===== config.mk =====
export PLATFORM = sky130hd
export DESIGN_NAME = rr_req_arbiter_flat
export DESIGN_NICKNAME = d
export VERILOG_FILES = /design/src/rtl/rr_req_arbiter_if.sv /design/src/rtl/rr_req_arbiter.sv /design/src/flat_wrapper.sv
export SDC_FILE = /design/constraint.sdc
export NUM_CORES = 1
export LEC_CHECK = 0
export ABC_AREA = 1
export CORE_ASPECT_RATIO = 0.9
export CORE_MARGIN = 1.5
export CORE_UTILIZATION = 60
export CTS_CLUSTER_DIAMETER = 60
export DETAILED_ROUTE_END_ITERATION = 6
export PLACE_DENSITY = 0.8
export SLEW_MARGIN = 20
export SYNTH_ARGS = -nofsm -noshare
export SYNTH_HDL_FRONTEND = slang
export SYNTH_SLANG_ARGS = --single-unit

===== constraint.sdc =====
create_clock -name clk -period 6.5 [get_ports clk]
set_clock_uncertainty 0.1 [all_clocks]
set_input_delay 1.3 -clock clk [delete_from_list [all_inputs] [get_ports clk]]
set_output_delay 1.3 -clock clk [all_outputs]
set_load 0.02 [all_outputs]

===== src/rtl/rr_req_arbiter_if.sv =====
// rr_req_arbiter_if: request/done inputs and one-hot grant outputs of the round-robin arbiter
interface rr_req_arbiter_if;
   logic [7:0] req;
   logic       done;
   logic [7:0] grant;
   logic       grant_valid;
   logic       timeout;
   modport master (output req, done, input grant, grant_valid, timeout);
   modport slave  (input req, done, output grant, grant_valid, timeout);
endinterface


===== src/rtl/rr_req_arbiter.sv =====
// rr_req_arbiter: registered 8-way round-robin arbiter with hold timeout, one-hot grant
module rr_req_arbiter #(
   parameter int MAX_HOLD = 16,
   parameter int CNT_W    = 5
) (
   input logic            clk,
   input logic            rst_n,
   rr_req_arbiter_if.slave bus
);
   typedef enum logic {IDLE, GRANT} state_t;
   state_t           state;
   logic [7:0]       grant;
   logic             grant_valid;
   logic             timeout;
   logic [2:0]       ptr;
   logic [CNT_W-1:0] hold_cnt;
   logic [2:0]       g;
   logic             drop;
   logic             hold_exp;
   logic             fin;
   logic [7:0]       cand;
   logic [7:0]       win;

   // first set bit of c scanning upward from p with wrap; lowest offset wins
   function automatic logic [7:0] pick(input logic [7:0] c, input logic [2:0] p);
      logic [2:0] k;
      pick = '0;
      for (int i = 7; i >= 0; i--) begin
         k = p + 3'(i);
         if (c[k]) begin
            pick    = '0;
            pick[k] = 1'b1;
         end
      end
   endfunction

   // index of the current grantee, decoded from the one-hot grant
   always_comb begin
      g = '0;
      for (int i = 0; i < 8; i++) if (grant[i]) g = 3'(i);
   end

   // end-of-grant conditions and the back-to-back successor
   always_comb begin
      drop     = ~|(bus.req & grant);
      hold_exp = (MAX_HOLD != 0) && (hold_cnt == CNT_W'(MAX_HOLD - 1));
      fin      = bus.done | drop | hold_exp;
      cand     = bus.req & ~grant;
      win      = pick(cand, g + 3'd1);
   end

   // arbitration FSM; all outputs registered so grant only moves at edges
   always_ff @(posedge clk or negedge rst_n) begin
      if (!rst_n) begin
         state       <= IDLE;
         grant       <= '0;
         grant_valid <= 1'b0;
         timeout     <= 1'b0;
         ptr         <= '0;
         hold_cnt    <= '0;
      end else begin
         timeout <= 1'b0;
         if (state == IDLE) begin
            if (|bus.req) begin
               grant       <= pick(bus.req, ptr);
               grant_valid <= 1'b1;
               hold_cnt    <= '0;
               state       <= GRANT;
            end
         end else if (fin) begin
            ptr      <= g + 3'd1;
            hold_cnt <= '0;
            timeout  <= hold_exp & ~bus.done & ~drop;
            if (|cand) begin
               grant <= win;
            end else begin
               grant       <= '0;
               grant_valid <= 1'b0;
               state       <= IDLE;
            end
         end else begin
            hold_cnt <= hold_cnt + CNT_W'(1);
         end
      end
   end

   assign bus.grant       = grant;
   assign bus.grant_valid = grant_valid;
   assign bus.timeout     = timeout;
endmodule


===== src/flat_wrapper.sv =====
// flat-port wrapper written by rule: the top's interface ports become plain ports
module rr_req_arbiter_flat 
#(
   parameter int MAX_HOLD = 16,
   parameter int CNT_W    = 5
)
  (clk, rst_n, bus_req, bus_done, bus_grant, bus_grant_valid, bus_timeout);
  rr_req_arbiter_if bus_i ();
  input logic clk;
  input logic rst_n;
  input wire logic [$bits(bus_i.req)-1:0] bus_req;
  input wire logic [$bits(bus_i.done)-1:0] bus_done;
  output wire logic [$bits(bus_i.grant)-1:0] bus_grant;
  output wire logic [$bits(bus_i.grant_valid)-1:0] bus_grant_valid;
  output wire logic [$bits(bus_i.timeout)-1:0] bus_timeout;
  assign bus_i.req = bus_req;
  assign bus_i.done = bus_done;
  assign bus_grant = bus_i.grant;
  assign bus_grant_valid = bus_i.grant_valid;
  assign bus_timeout = bus_i.timeout;
  rr_req_arbiter #(.MAX_HOLD(MAX_HOLD), .CNT_W(CNT_W)) u_core (.clk(clk), .rst_n(rst_n), .bus(bus_i));
endmodule

# Word-level counts from Yosys, hierarchy flattened
# Index checks and enable logic that the tools add are counted.
word_totals:
  ff_bits: 19
  word_cells: 193
  out_inout_bits: 10
classes:
  eq_ne: 3
  order_cmp: 32
  reduce_logical: 24
  n_bitwise: 8
  mux: 104
  addsub: 16
ops:
  columns: ["op", "count"]
  rows:
  - ["$mux W8", 20]
  - ["$lt A3 B4 Y1 const B", 16]
  - ["$bmux W1 S3", 16]
  - ["$demux W1 S3", 16]
  - ["$ge A3 B1 Y1 const B", 16]
  - ["$mux W1", 43]
  - ["$add A3 B3 Y3 const B", 8]
  - ["$reduce_or A8 Y1", 3]
  - ["$mux W3", 6]
  - ["$and A8 B8 Y8", 2]
  - ["$logic_and A1 B1 Y1", 16]
  - ["$mux W5", 3]
  - ["$add A3 B2 Y3 const B", 4]
  - ["$add A3 B1 Y3 const B", 3]
  - ["$not A8 Y8", 1]
  - ["$add A5 B1 Y5 const B", 1]
  - ["$eq A5 B4 Y1 const B", 1]
  - ["$ne A2 B2 Y1 const B", 2]
  - ["$reduce_and A2 Y1", 2]
  - ["$reduce_and A3 Y1", 1]
  - ["$and A1 B1 Y1", 2]
  - ["$or A1 B1 Y1", 2]
  - ["$reduce_bool A2 Y1", 1]
  - ["$logic_not A1 Y1", 1]
  - ["$not A1 Y1", 1]

# Longest topological paths before layout
# Gate-level depths: netlist of the first run.
depth:
  word_depth: 24
  ltp_mapped: 26
  mapped_depth_nobuf: 24

# Least setup slack after synthesis of the first run
# OpenSTA, ideal clock, no wires.
synth_path:
  path_type: "flip-flop to flip-flop"
  start: "register u_core.grant[2] (netlist: u_core.bus.grant[2])"
  end: "register u_core.grant[6] (netlist: u_core.bus.grant[6])"
  t_required_ns: 6.327
  setup_slack_ns: 3.344
  path_buffers: 2
  arrival_ns: 2.983
  path_stages_with_launch: 24
  period_less_slack_ns: 3.156
  cell_sequence: "dfrtp_1 -> inv_1 -> nand2_1 -> nand2_1 -> nand2_1 -> nand2_2 -> nand2_4 -> nand2_2 -> buf_6 -> buf_2 -> ha_1 -> xor2_4 -> ha_1 -> inv_1 -> nand3_1 -> nand2_2 -> clkinv_1 -> a21oi_1 -> nand2_1 -> nand2_1 -> nand2_1 -> nand2_1 -> nand2_1 -> a21oi_2"
synth_via:
  elab_chain_cells: 23
synth_lines:
  columns: ["item", "line_no", "text"]
  rows:
  - ["start, declared", "rr_req_arbiter.sv:12", "logic [7:0] grant;"]
  - ["start signal, assigned", "rr_req_arbiter.sv:65", "grant <= pick(bus.req, ptr);"]
  - ["start signal, assigned", "rr_req_arbiter.sv:75", "grant <= win;"]
  - ["$mux W3 (6 in series)", "rr_req_arbiter.sv:40", "for (int i = 0; i < 8; i++) if (grant[i]) g = 3'(i);"]
  - ["$add A3 B1 Y3", "rr_req_arbiter.sv:49", "win = pick(cand, g + 3'd1);"]
  - ["$add A3 B3 Y3", "rr_req_arbiter.sv:29", "k = p + 3'(i);"]
  - ["$lt A3 B4 Y1 (not written as such) / $ge A3 B1 Y1 (equally long branches)", "rr_req_arbiter.sv:32", "pick[k] = 1'b1;"]
  - ["$logic_and A1 B1 Y1 (not written as such)", "rr_req_arbiter.sv:32", null]
  - ["$mux W1 (not written as such)", "rr_req_arbiter.sv:32", null]
  - ["$demux W1 S3", null, null]
  - ["$mux W8 (8 in series)", "rr_req_arbiter.sv:30", "if (c[k]) begin"]
  - ["$mux W8", "rr_req_arbiter.sv:74", "if (|cand) begin"]
  - ["$mux W8", "rr_req_arbiter.sv:70", "end else if (fin) begin"]
  - ["$mux W8", "rr_req_arbiter.sv:63", "if (state == IDLE) begin"]
# Parallel ways exist; a longest one is shown, timed or not. The select of a mux whose other input is x is not followed.
# A chain may end at the register's enable or synchronous reset.

# Worst setup path after layout of the first run
layout_path:
  start: "register u_core.ptr[0]"
  end: "register u_core.grant[5] (netlist: u_core.bus.grant[5])"
layout_via:
  elab_chain_cells: 15
layout_lines:
  columns: ["item", "line_no", "text"]
  rows:
  - ["start, declared", "rr_req_arbiter.sv:15", "logic [2:0] ptr;"]
  - ["start signal, assigned", "rr_req_arbiter.sv:71", "ptr <= g + 3'd1;"]
  - ["$add A3 B3 Y3", "rr_req_arbiter.sv:29", null]
  - ["$lt A3 B4 Y1 (not written as such) / $ge A3 B1 Y1 (equally long branches)", "rr_req_arbiter.sv:32", null]
  - ["$logic_and A1 B1 Y1 (not written as such)", "rr_req_arbiter.sv:32", null]
  - ["$mux W1 (not written as such)", "rr_req_arbiter.sv:32", null]
  - ["$demux W1 S3", null, null]
  - ["$mux W8 (7 in series)", "rr_req_arbiter.sv:30", null]
  - ["$mux W8 (*)", "rr_req_arbiter.sv:30", null]
  - ["$mux W8 (*)", "rr_req_arbiter.sv:64", "if (|bus.req) begin"]
  - ["$mux W8 (*)", "rr_req_arbiter.sv:63", null]
# Every way passes the cells marked *; elsewhere a longest branch is shown, timed or not. The select of a mux whose other input is x is not followed.

==> Flow_metrics.wiki, run 1 <==
{| class="wikitable"
! Metric !! Value
|-
| Worst-case setup margin in the final layout || 1830 ps
|-
| Relative max-transition margin || 0.282
|-
| Number of flops mapped to enable cells by yosys || 0
|-
| Die height || about 75 um
|-
| Starting Density || 0.617
|-
| Outcome || finished clean
|-
| Estimated wirelength of the detail-placed design || 8.59 mm
|-
| Horizontal extent of the die || 83.4 um
|-
| I/O pin cnt || 21
|-
| Critical path launch point type || register
|-
| Mean instance size in the synthesized netlist || around 5.4 um^2
|-
| Clk slew on worst S/H paths || 80 ps
|-
| CP Data Arrival Time || 4720 ps
|-
| Yosys top cell by area || nand2_1
|-
| Wire length of the first global-routing pass || 17.9 mm
|-
| CTS tree || done
|-
| Share of synthesized flip-flops with an asynchronous set or reset || 1.00
|-
| Clk root buf || clkbuf_8
|-
| Antenna Violating Nets Remaining || 0
|-
| Critical path data required time || about 6600 ps
|-
| Area growth, synth to finish || 6.63%
|-
| Placement-stage worst setup slack || 1960 ps
|-
| Count of buffers inserted at the top-level ports || 20
|-
| Placement Rows || 26
|-
| Total Routed Length || 11.0 mm
|-
| Synth Instances || 649
|-
| Final period demand of the worst path || around 4700 ps
|-
| Highest achievable clock rate || 214 MHz
|-
| Average wire length per cell after detail routing || 15.2 um
|-
| Fin crit share || 0.719
|-
| Filler cell count || 576
|-
| Detailed-route via count || roughly 4300
|-
| Top-area cell type share of the netlist area || 0.224
|-
| Number of H-tree branching levels || 1
|-
| Diodes inserted || 0
|-
| Number of hold violations in the final report || 0
|-
| Clk_lat worst skew || ~270 ps
|-
| Number of DRC violations after detailed routing || 0
|-
| Count of state elements after synthesis || 19
|-
| Most numerous cell types in the synthesized netlist || 208 x nand2_1, 91 x inv_1, 62 x nand3_1
|-
| Setup Viol. Count Final || 0
|-
| Average via count per standard cell || 6.00
|-
| DP Area || between 0.003 and 0.004 mm^2
|-
| Number of distinct standard cells referenced by the synthesized netlist || 40
|-
| Max-cap violation count || 0
|-
| Yosys warns || 0
|-
| Number of buffers inserted to repair setup after CTS || 0
|-
| Flip-flop cell with the highest count after synthesis || dfrtp_1
|-
| Overall track demand over capacity in global routing || 0.352
|-
| Post-route cell area || between 0.003 and 0.004 mm^2
|-
| Max clock buf depth || 2
|-
| Number of buffers created by CTS || 3
|-
| Setup repair after global routing missed its margin || no
|-
| Antenna violations before repair || 0
|-
| CP Capture Type || register
|-
| Post-route setup TNS || 0 ps
|-
| Number of global-route vias before repair || between 3000 and 4000
|-
| Largest net degree at the start of global routing || 33
|-
| Max-slew violation count || 0
|-
| Sequential element share of the synthesized area || 0.136
|-
| Final Wtd Congestion || 1.03
|-
| Resize count post-CTS || 0
|-
| Net count reported at finish || around 680
|-
| Area of the die || approximately 0.0063 mm^2
|-
| Iter 0 DRT Violations || ~550
|-
| Num Clock Sinks || 19
|-
| Pre-Repair DR Iteration Count || 5
|-
| Ratio of cells with drive above 1 in the final layout || 0.0551
|-
| Synthesized area || 0.00349 mm^2
|-
| Kind of critical path || register to register
|-
| Mapped Nets || 674
|-
| Overflow left after global routing || 0
|-
| Main area contributors after synthesis || nand2_1 22%, dfrtp_1 14%, inv_1 9.8%, nand3_1 8.9%, o21ai_0 7.5%
|-
| Worst Tran Pin Value || roughly 1100 ps
|-
| Number of hold buffers added after cts || 0
|-
| Type of the worst min-delay path || register to register
|-
| Critical Path Fanout Max || 32
|-
| Most frequent cell after synthesis || nand2_1
|-
| Core Region || between 0.005 and 0.006 mm^2
|}
cell usage in the layout (no fill, tap or decap), types with 3 or more instances in the layout:
master,netlist,layout
dfrtp_1,19,19
nand3_1,62,62
nor3_1,17,17
o21ai_0,52,52
inv_2,4,4
nor2_1,45,45
o211ai_1,3,3
o21ai_1,5,5
clkbuf_8,0,3
ha_1,14,14
inv_1,91,91
o22ai_1,3,3
clkinv_1,5,5
mux2i_1,4,4
a21oi_2,6,6
nand2_1,208,208
a31oi_1,3,3
nand2_2,11,11
clkdlybuf4s50_1,0,20
a21oi_1,51,51
worst max-delay path: stages, from the launching register on:
cell and delay, ps:
dfrtp_1 930, clkinv_1 700, ha_1 740, inv_1 280, nand2_1 130, o21ai_0 160
o21ai_1 870, a21oi_1 150, nand2_1 110, nand2_1 60, a21oi_1 210, a21oi_2 80
flip-flops by register name, summed over array words and instances (netlist names):
| register | flops |
|---|---|
| u_core.state | 1 |
| u_core.bus.grant_valid | 1 |
| u_core.ptr | 3 |
| u_core.hold_cnt | 5 |
| u_core.bus.timeout | 1 |
| u_core.bus.grant | 8 |
through the flow:
| stage | instances | hold slack (ps) | utilization |
|---|---|---|---|
| 5_1_grt | 723 | 463 | 0.658 |
| 4_1_cts | 723 | 411 | 0.658 |
| 3_3_place_gp | 719 | 384 | 0.649 |
| 6_report | 723 | 404 | 0.658 |
| 3_5_place_dp | 719 | 394 | 0.649 |
| 2_1_floorplan | 649 | 387 | - |
cell type report:
class	instances	area, um^2	share of cell area
inverter	100	375	0.101
sequential	19	475	0.128
clock buffer	3	41.3	0.0111
tap	70	87.6	0.0235
multi-input combinational	509	2530	0.680
clock inverter	1	5.00	0.00134
timing repair buffer	21	208	0.0558
path summary, 6_finish.rpt:
| check | startpoint | end | slack, ps | cells past startpoint |
|---|---|---|---|---|
| worst max-delay path | u_core.ptr[0] | u_core.bus.grant[5] | 1830 | 11 |
| worst min-delay path | u_core.bus.grant_valid | u_core.bus.grant_valid | 400 | 2 |
| worst max register to register | u_core.ptr[0] | u_core.bus.grant[5] | 1830 | 11 |
| worst min register to register | u_core.bus.grant_valid | u_core.bus.grant_valid | 400 | 2 |
| max in group asynchronous | rst_n | u_core.bus.grant[5] | 4350 | 1 |
| min in group asynchronous | rst_n | u_core.bus.grant[3] | 1420 | 1 |
kinds of logic after synthesis:
kind of cell,after synthesis,share of synthesized area
AOI/OAI and AO/OA,133,0.214
xor gates and xnor gates,4,0.0208
adders and majority gates,14,0.0502
buffers and inverters,121,0.139
DFF,19,0.136
muxes,4,0.0115
and+or+nand+nor,354,0.429
layer usage:
metal  share of wire  vias up  global-route usage  wire, um
li1                -     2090                   -         -
met1            0.45     1938               0.527      4920
met2            0.42      284               0.525      4630
met3            0.12       25              0.0726      1290
met4           0.012        0              0.0759       133
met5               0        -                   0         0
Power of run 1 is left out: the tool's default activity adds up to more than one toggle a clock period on the data nets, which glitch-free logic cannot reach.
==> run 2: changes to the inputs <==
clock period = 4.5 ns   (was 6.5 ns; I/O delays follow)
==> Flow_metrics.wiki, run 2 (same netlist as run 1, synthesis figures left out) <==
{| class="wikitable"
! Metric !! Value
|-
| Net count reported at finish || 684 (+0.74%)
|-
| CP Data Arrival Time || 3980 ps (-740 ps)
|-
| Number of H-tree branching levels || 1 (unchanged)
|-
| Overflow left after global routing || 0 (unchanged)
|-
| Highest achievable clock rate || 257 MHz (+20%)
|-
| Clk root buf || clkbuf_8
|-
| Average via count per standard cell || 5.88 (-2.0%)
|-
| Slowest cell on crit path || ha_1
|-
| Hold worst-path end || u_core.hold_cnt[0]
|-
| CP Capture Type || register
|-
| I/O pin cnt || 21 (unchanged)
|-
| Estimated wirelength of the detail-placed design || 8.30 mm (-3.4%)
|-
| Worst Tran Pin Value || 884 ps (-185 ps)
|-
| Largest net degree at the start of global routing || 33 (unchanged)
|-
| Pre-Repair DR Iteration Count || 5 (unchanged)
|-
| Resize count post-CTS || 0 (unchanged)
|-
| Final period demand of the worst path || 3890 ps (-785 ps)
|-
| Top Family by Delay on Critical Path || compound AO/OA/AOI/OAI gates
|-
| Count of buffers inserted at the top-level ports || 20 (unchanged)
|-
| Num Clock Sinks || 19 (unchanged)
|-
| CTS tree || done
|-
| Max-cap violation count || 0 (unchanged)
|-
| Most frequent cells in the layout || 208 x nand2_1, 91 x inv_1, 62 x nand3_1, 52 x o21ai_0, 51 x a21oi_1
|-
| Max incr delay on CP || 710 ps (-220 ps)
|-
| Area growth, synth to finish || 7.71%
|-
| Number of buffers inserted to repair setup after CTS || 0 (unchanged)
|-
| Core Region || 0.00566 mm^2 (unchanged)
|-
| Iter 0 DRT Violations || 570 (+2.9%)
|-
| Core Util, Final || 0.664 (+0.00663)
|-
| Number of hold violations in the final report || 0 (unchanged)
|-
| Reg with most FFs || u_core.bus.grant
|-
| Antenna violations before repair || 0 (unchanged)
|-
| HP Start || u_core.hold_cnt[0]
|-
| Worst R2R Path Depth || 17 (+6)
|-
| Area of the die || 0.00629 mm^2 (unchanged)
|-
| Worst Path Buf+Inv || 3 (+1)
|-
| Max FFs per register || 8 (unchanged)
|-
| Critical path launch point type || register
|-
| Die height || 75.4 um (unchanged)
|-
| Fin crit share || 0.864 (+0.145)
|-
| Wire length of the first global-routing pass || 17.3 mm (-3.3%)
|-
| Clk slew on worst S/H paths || 80 ps (about the same)
|-
| Average wire length per cell after detail routing || 14.7 um (-3.2%)
|-
| Setup repair after global routing missed its margin || no
|-
| Outcome || finished clean
|-
| CP dominant cell by count || nand2_1
|-
| Kind of critical path || register to register
|-
| Post-route cell area || 0.00376 mm^2 (+1.0%)
|-
| Max clock buf depth || 2 (unchanged)
|-
| Post-route setup TNS || 0 ps (unchanged)
|-
| Antenna Violating Nets Remaining || 0 (unchanged)
|-
| Setup Viol. Count Final || 0 (unchanged)
|-
| Number of hold buffers added after cts || 0 (unchanged)
|-
| Worst flop-to-flop path endpoint || u_core.bus.grant[3]
|-
| Largest registers in the final layout || u_core.bus.grant (8), u_core.hold_cnt (5), u_core.ptr (3)
|-
| Number of global-route vias before repair || 3567 (-4.6%)
|-
| Startpoint of the most critical setup path || u_core.ptr[0]
|-
| Starting Density || 0.617 (unchanged)
|-
| Number of DRC violations after detailed routing || 0 (unchanged)
|-
| Most common cell after layout, fill and taps aside || nand2_1
|-
| R2R setup slack || 610 ps (-1210 ps)
|-
| DP Area || 0.00371 mm^2 (+1.0%)
|-
| Count of cells along the worst hold path || 1 (-1)
|-
| Diodes inserted || 0 (unchanged)
|-
| Total Routed Length || 10.7 mm (-2.6%)
|-
| Final Wtd Congestion || 1.07 (+3.9%)
|-
| Ratio of cells with drive above 1 in the final layout || 0.0623 (+0.00718)
|-
| Max-slew violation count || 0 (unchanged)
|-
| Clk_lat worst skew || 260 ps (about the same)
|-
| Type of the worst min-delay path || register to register
|-
| Placement Rows || 26 (unchanged)
|-
| Number of buffers created by CTS || 3 (unchanged)
|-
| Filler cell count || 551 (-4.3%)
|-
| Startpoint of the worst-slack reg-to-reg timing path || u_core.ptr[0]
|-
| Relative max-transition margin || 0.409 (+0.126)
|-
| Detailed-route via count || 4281 (-1.3%)
|-
| Critical Path Fanout Max || 32 (unchanged)
|-
| Horizontal extent of the die || 83.4 um (unchanged)
|-
| Overall track demand over capacity in global routing || 0.337 (-0.0156)
|-
| Ordered cell list for the critical path || buf_4, clkinv_1, ha_1, inv_1, o21ai_0, nand2_1, o21ai_1, nand2_1, o21ai_0, nor2_1, o21ai_0, nand2_1, nand2_1, nand2_1, nand2_1, a21oi_1, a21oi_2
|-
| Critical path data required time || 4590 ps (-1960 ps)
|}
==> run 2: changes by cell type in the layout (fill, tap and decap cells not counted) <==
cell / delta
buf_4: +5
==> run 2: final cells by class <==
class / count / area (um^2) / area share
multi-input combinational: 509 / 2530 / 0.673
sequential: 19 / 475 / 0.126
inverter: 100 / 375 / 0.0998
timing repair buffer: 26 / 245 / 0.0652
tap: 70 / 87.6 / 0.0233
clock buffer: 3 / 41.3 / 0.0110
clock inverter: 1 / 5.00 / 0.00133
==> run 2: worst max-delay path by stage <==
stage	endpoint	cells after the start	slack (ps)
floorplan	u_core.bus.grant[6]	23	1340
CTS	u_core.bus.grant[6]	19	730
global route	u_core.bus.grant[3]	17	250
global placement	u_core.bus.grant[5]	19	840
detailed placement	u_core.bus.grant[6]	19	770
finish	u_core.bus.grant[3]	17	610
==> run 2: layer usage <==
layer | GRT usage | wire length [um] | part of all wire
met4 | 0.0389 | 28 | 0.0026
met1 | 0.515 | 4900 | 0.46
met2 | 0.500 | 4460 | 0.42
met3 | 0.0726 | 1310 | 0.12
met5 | 0 | 0 | 0
==> run 2: metrics by stage <==
| stage | hold WS, ps | instances | setup WS, ps |
|---|---|---|---|
| 2_1_floorplan | 387 | 649 | 1340 |
| 6_report | 444 | 728 | 613 |
| 5_1_grt | 502 | 728 | 254 |
| 3_5_place_dp | 420 | 724 | 766 |
| 4_1_cts | 439 | 728 | 734 |
| 3_3_place_gp | 407 | 724 | 840 |
Power of run 2 is left out for the same reason.
